===== src/rtl/ring_fifo_pkg.sv =====
// Shared helpers for the ring FIFO family: pointer arithmetic, depth and
// threshold predicates, and the per-edge write decision type.
package ring_fifo_pkg;

  // Pointer values are zero-extended to this width before arithmetic so one
  // helper serves every instance size.
  localparam int unsigned PtrWordW = 32;

  typedef logic [PtrWordW-1:0] ptr_word_t;

  // What happens to an incoming write on a given edge.
  typedef enum logic [1:0] {
    WR_IDLE,
    WR_ACCEPT,
    WR_DROP,
    WR_OVERWRITE
  } wr_action_t;

  function automatic int unsigned fifo_depth(input int unsigned length_bits);
    return 32'd1 << length_bits;
  endfunction

  // Occupancy is the pointer difference taken modulo 2^ptr_bits; the wrap bit
  // is what separates a full buffer from an empty one.
  function automatic ptr_word_t fifo_count(input ptr_word_t wr, input ptr_word_t rd,
                                           input int unsigned ptr_bits);
    ptr_word_t mask;
    if (ptr_bits >= PtrWordW) mask = '1;
    else mask = (ptr_word_t'(1) << ptr_bits) - ptr_word_t'(1);
    return (wr - rd) & mask;
  endfunction

  // A gap at or beyond the depth keeps the flag permanently asserted rather
  // than letting the unsigned threshold wrap around.
  function automatic logic at_almost_full(input ptr_word_t count, input int unsigned depth,
                                          input int unsigned gap);
    if (gap >= depth) return 1'b1;
    return count >= ptr_word_t'(depth - gap);
  endfunction

  function automatic logic at_almost_empty(input ptr_word_t count, input int unsigned level);
    return count <= ptr_word_t'(level);
  endfunction

endpackage


===== src/rtl/ring_fifo_mem.sv =====
// Simple dual-port storage: one write port, one read port with a registered
// output. Neither the array nor the read register is reset, so it maps onto
// block RAM. A read and write to the same address on one edge return the old
// word.
module ring_fifo_mem #(
  parameter int DataW = 8,
  parameter int AddrW = 3
) (
  input  logic             clk,
  input  logic             wr_en,
  input  logic [AddrW-1:0] wr_addr,
  input  logic [DataW-1:0] wr_data,
  input  logic             rd_en,
  input  logic [AddrW-1:0] rd_addr,
  output logic [DataW-1:0] rd_data
);

  logic [DataW-1:0] mem_reg [0:(1<<AddrW)-1];
  logic [DataW-1:0] rd_data_reg;

  // Write port.
  always_ff @(posedge clk) begin
    if (wr_en) mem_reg[wr_addr] <= wr_data;
  end

  // Registered read port; holds its last value when not enabled.
  always_ff @(posedge clk) begin
    if (rd_en) rd_data_reg <= mem_reg[rd_addr];
  end

  assign rd_data = rd_data_reg;

endmodule


===== src/rtl/ring_fifo.sv =====
// Single-clock ring FIFO with read-acknowledge handshake, optional
// drop-oldest overwrite, almost-full/empty thresholds, sticky error flags
// and synchronous flush.
module ring_fifo
  import ring_fifo_pkg::*;
#(
  parameter int WordSize         = 8,
  parameter int LengthBits       = 3,
  parameter int OverwriteOnFull  = 0,
  parameter int AlmostFullGap    = 1,
  parameter int AlmostEmptyLevel = 1
) (
  input  logic                clk,
  input  logic                reset,
  input  logic                flush,
  input  logic                dataWriteEnable,
  input  logic [WordSize-1:0] dataWrite,
  input  logic                dataReadEnable,
  output logic                dataReadAck,
  output logic [WordSize-1:0] dataRead,
  input  logic                clearErrors,
  output logic [LengthBits:0] bufferLength,
  output logic                full,
  output logic                empty,
  output logic                almostFull,
  output logic                almostEmpty,
  output logic                overflow,
  output logic                underflow
);

  localparam int PtrW = LengthBits + 1;
  localparam int unsigned Depth = fifo_depth(LengthBits);
  localparam logic [PtrW-1:0] DepthCount = PtrW'(Depth);

  logic [PtrW-1:0]     wr_ptr_reg, wr_ptr_next;
  logic [PtrW-1:0]     rd_ptr_reg, rd_ptr_next;
  logic                ack_reg, ack_next;
  logic                overflow_reg, overflow_next;
  logic                underflow_reg, underflow_next;
  logic                data_valid_reg;
  ptr_word_t           count_wide;
  logic [PtrW-1:0]     count;
  logic                is_full, is_empty, rd_ok, mem_we;
  wr_action_t          wr_action;
  logic [WordSize-1:0] mem_rd_data;

  assign count_wide = fifo_count(ptr_word_t'(wr_ptr_reg), ptr_word_t'(rd_ptr_reg), PtrW);
  assign count      = count_wide[PtrW-1:0];
  assign is_full    = (count == DepthCount);
  assign is_empty   = (count == '0);

  // A read is served only from words already stored before this edge.
  assign rd_ok = dataReadEnable && !is_empty && !flush;

  // Decide the fate of an incoming write from the pre-edge occupancy.
  always_comb begin
    wr_action = WR_IDLE;
    if (dataWriteEnable && !flush) begin
      if (!is_full || rd_ok)         wr_action = WR_ACCEPT;
      else if (OverwriteOnFull != 0) wr_action = WR_OVERWRITE;
      else                           wr_action = WR_DROP;
    end
  end

  assign mem_we = (wr_action == WR_ACCEPT) || (wr_action == WR_OVERWRITE);

  // Next pointers, handshake and sticky flags; a new error beats clearErrors.
  always_comb begin
    wr_ptr_next    = wr_ptr_reg;
    rd_ptr_next    = rd_ptr_reg;
    ack_next       = 1'b0;
    overflow_next  = overflow_reg;
    underflow_next = underflow_reg;
    if (flush) begin
      rd_ptr_next = wr_ptr_reg;
    end else begin
      if (clearErrors) begin
        overflow_next  = 1'b0;
        underflow_next = 1'b0;
      end
      if (rd_ok) begin
        rd_ptr_next = rd_ptr_reg + PtrW'(1);
        ack_next    = 1'b1;
      end else if (dataReadEnable) begin
        underflow_next = 1'b1;
      end
      case (wr_action)
        WR_ACCEPT: wr_ptr_next = wr_ptr_reg + PtrW'(1);
        WR_OVERWRITE: begin
          wr_ptr_next   = wr_ptr_reg + PtrW'(1);
          rd_ptr_next   = rd_ptr_reg + PtrW'(1);
          overflow_next = 1'b1;
        end
        WR_DROP: overflow_next = 1'b1;
        default: ;
      endcase
    end
  end

  // State registers; data_valid_reg masks the unreset RAM output until the
  // first successful read after reset.
  always_ff @(posedge clk or negedge reset) begin
    if (!reset) begin
      wr_ptr_reg     <= '0;
      rd_ptr_reg     <= '0;
      ack_reg        <= 1'b0;
      overflow_reg   <= 1'b0;
      underflow_reg  <= 1'b0;
      data_valid_reg <= 1'b0;
    end else begin
      wr_ptr_reg     <= wr_ptr_next;
      rd_ptr_reg     <= rd_ptr_next;
      ack_reg        <= ack_next;
      overflow_reg   <= overflow_next;
      underflow_reg  <= underflow_next;
      data_valid_reg <= data_valid_reg | rd_ok;
    end
  end

  ring_fifo_mem #(
    .DataW(WordSize),
    .AddrW(LengthBits)
  ) u_mem (
    .clk    (clk),
    .wr_en  (mem_we),
    .wr_addr(wr_ptr_reg[LengthBits-1:0]),
    .wr_data(dataWrite),
    .rd_en  (rd_ok),
    .rd_addr(rd_ptr_reg[LengthBits-1:0]),
    .rd_data(mem_rd_data)
  );

  assign dataReadAck  = ack_reg;
  assign dataRead     = data_valid_reg ? mem_rd_data : '0;
  assign bufferLength = count;
  assign full         = is_full;
  assign empty        = is_empty;
  assign almostFull   = at_almost_full(count_wide, Depth, AlmostFullGap);
  assign almostEmpty  = at_almost_empty(count_wide, AlmostEmptyLevel);
  assign overflow     = overflow_reg;
  assign underflow    = underflow_reg;

endmodule

===== config.mk =====
export PLATFORM = sky130hd
export DESIGN_NAME = ring_fifo
export DESIGN_NICKNAME = d
export VERILOG_FILES = /design/src/rtl/ring_fifo_pkg.sv /design/src/rtl/ring_fifo_mem.sv /design/src/rtl/ring_fifo.sv
export SDC_FILE = /design/constraint.sdc
export NUM_CORES = 1
export LEC_CHECK = 0
export BUFFER_PORTS_ARGS = -buffer_cell sky130_fd_sc_hd__buf_2
export CORE_ASPECT_RATIO = 1.4
export CORE_MARGIN = 2
export CORE_UTILIZATION = 25
export CTS_BUF_LIST = sky130_fd_sc_hd__clkbuf_4
export CTS_CLUSTER_SIZE = 12
export DETAILED_ROUTE_END_ITERATION = 10
export GPL_TIMING_DRIVEN = 1
export SLEW_MARGIN = 10
export SYNTH_ARGS = -nofsm -noshare
export SYNTH_HDL_FRONTEND = slang
export SYNTH_HIERARCHICAL = 1
export SYNTH_SLANG_ARGS = --single-unit
export TNS_END_PERCENT = 50

===== constraint.sdc =====
create_clock -name clk -period 5.38 [get_ports clk]
set_input_delay 0.807 -clock clk [delete_from_list [all_inputs] [get_ports clk]]
set_output_delay 0.807 -clock clk [all_outputs]
set_load 0.02 [all_outputs]

=== After elaboration in Yosys (flattened, before gate mapping) ===
Memories as Yosys holds them, arrays and structs flattened. A register that Yosys moved wholly into a read port is not among the register bits.
Cells that the tools add are included.

* Memory bits (read-only): 0
* Latch bits: 0
* Register bits: 12
* Memories kept: 1
* RAM bits: 64
* Logic and storage cells: 48

{| class="wikitable"
|+ Memory list
! memory !! depth !! bits a word !! read ports !! clocked after Yosys merged registers in !! wr ports !! line !! source
|-
| u_mem.mem_reg || 8 || 8 || 1 || 1 || 1 || ring_fifo_mem.sv:18 || <nowiki>logic [DataW-1:0] mem_reg [0:(1<<AddrW)-1];</nowiki>
|}

* Eq/ne operators: 4
* Magnitude comparators: 2
* Divide/modulo/power cells: 0
* Mux-type cells: 15
* Add/sub/neg operators: 3
* Shift-type cells: 0
* Multiply operators: 0
* Reductions and logical operators: 15
* Bitwise gates (word level): 2

{| class="wikitable"
|+ Operator list
! operator !! count
|-
| 4-bit 2-to-1 mux || 3
|-
| 1-bit 2-to-1 mux || 9
|-
| 4-bit by 1-bit adder with 4-bit output (second input constant) || 2
|-
| 8-bit 2-to-1 mux || 1
|-
| 2-bit equality test (second input constant) || 2
|-
| 4-bit equality test (second input constant) || 1
|-
| 4-bit by 3-bit >= comparator with 1-bit output (second input constant) || 1
|-
| 4-bit by 1-bit <= comparator with 1-bit output (second input constant) || 1
|-
| 4-bit zero test || 1
|-
| 2-bit 2-to-1 mux || 2
|-
| 2-bit AND reduction || 2
|-
| 2-bit OR reduction || 2
|-
| 4-bit subtractor || 1
|-
| 1-bit logical AND || 3
|-
| 1-bit zero test || 3
|-
| 3-bit nonzero test || 1
|-
| 2-bit by 1-bit equality test with 1-bit output (second input constant) || 1
|-
| 1-bit logical OR || 2
|-
| 2-bit nonzero test || 1
|-
| 1-bit NOT || 1
|-
| 1-bit bitwise OR || 1
|}

=== Depth between registers and ports, before layout ===
* Depth in word-level cells: 12
* Depth in mapped cells: 10
* Depth with buffers taken out: 10

=== Cells and area by module ===
Netlist, hierarchy kept.

{| class="wikitable"
|+ By module, submodules not included
! module !! seq. area each (sq um) !! times used !! cells each !! area an instance (sq um)
|-
| ring_fifo_mem || 2,162.1 || 1 || 114 || 2,771.4
|-
| ring_fifo || 300.3 || 1 || 109 || 989.7
|}

=== Worst setup path before layout ===
Ideal clock, no wire load.

* Path type: flip-flop to flip-flop
* From: register wr_ptr_reg[0]
* To: memory u_mem.mem_reg[0][0] (enable)
* Stages on the path, launching flop included: 11
* Path slack: 2.292 ns
* Path buffers: 0
* Arrival time: 2.705 ns
* Library setup time: 0.383 ns
* Cell sequence: dfrtp_1 -> inv_1 -> ha_1 -> inv_1 -> fa_1 -> and2b_1 -> nand2_1 -> o41ai_4 -> inv_1 -> nand2b_1 -> nor3_1

* Cells in the longest elaborated chain, start to end: 12
* Elaborated cells between the ends (all ways): 15

{| class="wikitable"
|+ RTL lines
! what !! line !! source
|-
| from (decl) || ring_fifo.sv:35 || <nowiki>logic [PtrW-1:0] wr_ptr_reg, wr_ptr_next;</nowiki>
|-
| from (signal assigned) || ring_fifo.sv:111 || <nowiki>wr_ptr_reg <= wr_ptr_next;</nowiki>
|-
| 4-bit subtractor * || ring_fifo_pkg.sv:30 || <nowiki>return (wr - rd) & mask;</nowiki>
|-
| named net bufferLength[1] || ring_fifo.sv:22 || <nowiki>output logic [LengthBits:0] bufferLength,</nowiki>
|-
| 4-bit zero test || ring_fifo.sv:50 || <nowiki>assign is_empty = (count == '0);</nowiki>
|-
| 1-bit zero test || ring_fifo.sv:53 || <nowiki>assign rd_ok = dataReadEnable && !is_empty && !flush;</nowiki>
|-
| 1-bit logical AND (2 in series) || ring_fifo.sv:53 ||
|-
| 1-bit logical OR * || ring_fifo.sv:59 || <nowiki>if (!is_full || rd_ok) wr_action = WR_ACCEPT;</nowiki>
|-
| 2-bit 2-to-1 mux * || ring_fifo.sv:59 ||
|-
| 2-bit 2-to-1 mux * || ring_fifo.sv:58 || <nowiki>if (dataWriteEnable && !flush) begin</nowiki>
|-
| 2-bit by 1-bit equality test with 1-bit output or 2-bit equality test (tied branches) || ring_fifo.sv:65 || <nowiki>assign mem_we = (wr_action == WR_ACCEPT) || (wr_action == WR_OVERWRITE);</nowiki>
|-
| 1-bit logical OR * || ring_fifo.sv:65 ||
|-
| named net mem_we || ring_fifo.sv:43 || <nowiki>logic is_full, is_empty, rd_ok, mem_we;</nowiki>
|-
| 1-bit 2-to-1 mux * || ring_fifo_mem.sv:23 || <nowiki>if (wr_en) mem_reg[wr_addr] <= wr_data;</nowiki>
|-
| 1-bit 2-to-1 mux (not written as such) * || ring_fifo_mem.sv:23 ||
|-
| to (decl) || ring_fifo_mem.sv:18 ||
|}

The timed path passes the listed nets; every way through them passes the cells marked *.

=== Final worst setup path ===
* From: register rd_ptr_reg[2]
* To: output port empty

* Cells in the longest elaborated chain, start to end: 2

{| class="wikitable"
|+ RTL lines
! what !! line !! source
|-
| from (decl) || ring_fifo.sv:36 || <nowiki>logic [PtrW-1:0] rd_ptr_reg, rd_ptr_next;</nowiki>
|-
| from (signal assigned) || ring_fifo.sv:112 || <nowiki>rd_ptr_reg <= rd_ptr_next;</nowiki>
|-
| 4-bit subtractor || ring_fifo_pkg.sv:30 ||
|-
| 4-bit zero test || ring_fifo.sv:50 ||
|-
| to (decl) || ring_fifo.sv:24 || <nowiki>output logic empty,</nowiki>
|}

Every way passes these cells.

==> run metrics <==
synth unique cells 48; # setup viols final 0; largest family of logic cells by synthesized area multiplexers; grt ovf 0; Largest register FFs 64; Top Usage Layer GRT met2; Synth Flop Type edfxtp_1; Core Area 14900 um^2; Die H 149 um; clock skew 0.0134 ns; width of the die 108 um; Netlist Area Pre-Place 3760 um^2; Critical Path End Type output pin; power density over the cells 555 nW/um^2; class of the worst hold path input pin to asynchronous set/reset pin; first-pass GRT wire length 11600 um; DRC viols 0; GRT Total Usage 9.46%; register bit total from synthesis 84; Slew @ Worst Pin 1.14 ns; largest net degree at the start of global routing 22; M3 GR Usage 2.49%; antenna violations before repair 1; Crit path arrival time 3.15 ns; RSZ-0062 raised after global routing no; Max Cap Violations 0; CP Launch Type register; adder-cell share of the synthesized area 2.20%; drt first pass iters 4; die area 16100 um^2; Pwr Total 2.35 mW; Post-CTS Hold Fix Bufs 0; Post-DP HPWL 5070 um; IR drop worst, VDD 0.190 mV; Cells after Synth 223; CP Class register to output pin; fin crit share 73.6%; outcome complete, no violations; CTS root buf clkbuf_4; # Post-CTS Setup Buffers 0; port bufs 32; post-route setup TNS 0 ns; Layout area overhead 12.8%; Clock transition at path regs 0.13 ns; TritonCTS clock tree built; FP Rows 53; syn nets 243; XOR/XNOR Fraction of Synth Area 1.36%; initial DRC count 102; post-synthesis sequential area ratio 65.5%; routability congestion estimate 0.850; asr flop ratio synth 14.3%; Max Root-Sink Buffers 2; Post-synth EDFFs 72; DR vias/cell 4.51; Synth Area in Simple Gates 8.25%; CTS Buf Count 9; final hold violation count 0; Total Wirelength 7150 um; H-Tree Depth 3; I/O pin total 33; mux contribution to synthesized area 13.9%; Syn Area/Cell 16.9 um^2; met2 Usage GRT 16.0%; met1 Use GR 11.0%; final net count 279; Leak 1.50 nW; Yosys warnings 6; vias in the first global route 2155; share of layout cells above drive strength 1 26.5%; Fmax 253 MHz; Clock Latency Late Sink 0.44 ns; Resized cells post-CTS 0; critical path required time 4.57 ns; Compound-Gate Fraction of Synth Area 5.99%; CTS Sinks 84; WL per Instance 15.6 um; antenna-violating nets left 0; Initial Util 25.3%; Worst Path Max Fanout 19; slew margin rel. 23.4%; total number of vias 2059; Tmin final 3.96 ns; final-report max-slew violation count 0
## cell usage after synthesis (all sizes together), types with 4 or more instances
library cell | instances | area share, %
a21oi | 7 | 1.1
and2 | 10 | 1.7
buf | 6 | 1.7
dfrtp | 12 | 8.0
edfxtp | 72 | 57
ha | 5 | 1.7
inv | 10 | 1.0
mux2 | 9 | 2.8
mux4 | 16 | 11
nand2 | 14 | 1.4
nand2b | 4 | 0.67
nand3 | 4 | 0.53
nor2 | 10 | 1.0
nor3 | 6 | 1.2
o21ai | 4 | 0.53
xnor2 | 4 | 0.93
## final cells by class
class	count	area (um^2)
multi-input cells	121	1190
well taps	192	240
clock buffers	11	82.6
repair buffers	33	168
diodes	1	2.50
clock inverters	5	60.1
flip-flops and latches	84	2460
fillers	1515	10600
inverters	10	37.5
## stage by stage
step | cells | utilization [%] | area, um^2 | worst slack [ns] | hold slack [ns]
floorplan | 223 | - | 3760 | 2.29 | 0.511
global placement | 440 | 27.6 | 4100 | 1.87 | 0.472
detailed placement | 440 | 27.6 | 4100 | 1.68 | 0.502
CTS | 456 | 28.6 | 4240 | 1.37 | 0.232
global route | 457 | 28.6 | 4240 | 1.11 | 0.237
finish | 457 | 28.6 | 4240 | 1.42 | 0.230
## cell usage in the layout (no fill, tap or decap), types with 8 or more instances in the layout
master	count
mux2_2	8
dfrtp_1	12
nor2_1	10
inv_1	10
mux4_1	15
buf_2	32
and2_1	9
edfxtp_1	72
clkbuf_4	11
nand2_1	14
## metal layers
layer	up-vias	wire (um)
li1	959	-
met1	1040	2890
met2	44	3710
met3	16	351
met4	0	192
met5	-	0
## cells by family after synthesis
family | Yosys count
XOR/XNOR | 5
buffers and inverters | 18
AO/OA/AOI/OAI | 28
AND/OR/NAND/NOR | 57
multiplexers | 25
adder cells (fa/ha/maj) | 6
flip-flops | 84
## final timing paths
path | to | from | slack, ns | cells past startpoint
setup / recovery | empty | rd_ptr_reg[2] | 1.42 | 8
hold / removal | rd_ptr_reg[1] | reset | 0.23 | 1
setup reg to reg | u_mem/mem_reg[0][1] | rd_ptr_reg[2] | 1.72 | 8
hold reg to reg | underflow | underflow | 0.52 | 2
max in group asynchronous | data_valid_reg | reset | 4.92 | 1
min in group clk | underflow | underflow | 0.52 | 2
## worst max-delay path, stage by stage, from the launching register on
cell,delay (ns)
dfrtp_1,0.86
inv_1,0.16
ha_1,0.40
xnor2_1,0.30
inv_1,0.16
nor3_4,0.33
o21ai_0,0.26
inv_1,0.09
buf_2,0.16
## report_power, final
part | switching (mW) | internal (mW) | leakage, nW | total [mW]
Clock | 0.211 | 0.154 | 0.0775 | 0.365
Sequential | 0.107 | 0.824 | 0.798 | 0.931
Combinational | 0.634 | 0.425 | 0.621 | 1.06
No activity file was read; power rests on OpenSTA's default activity.
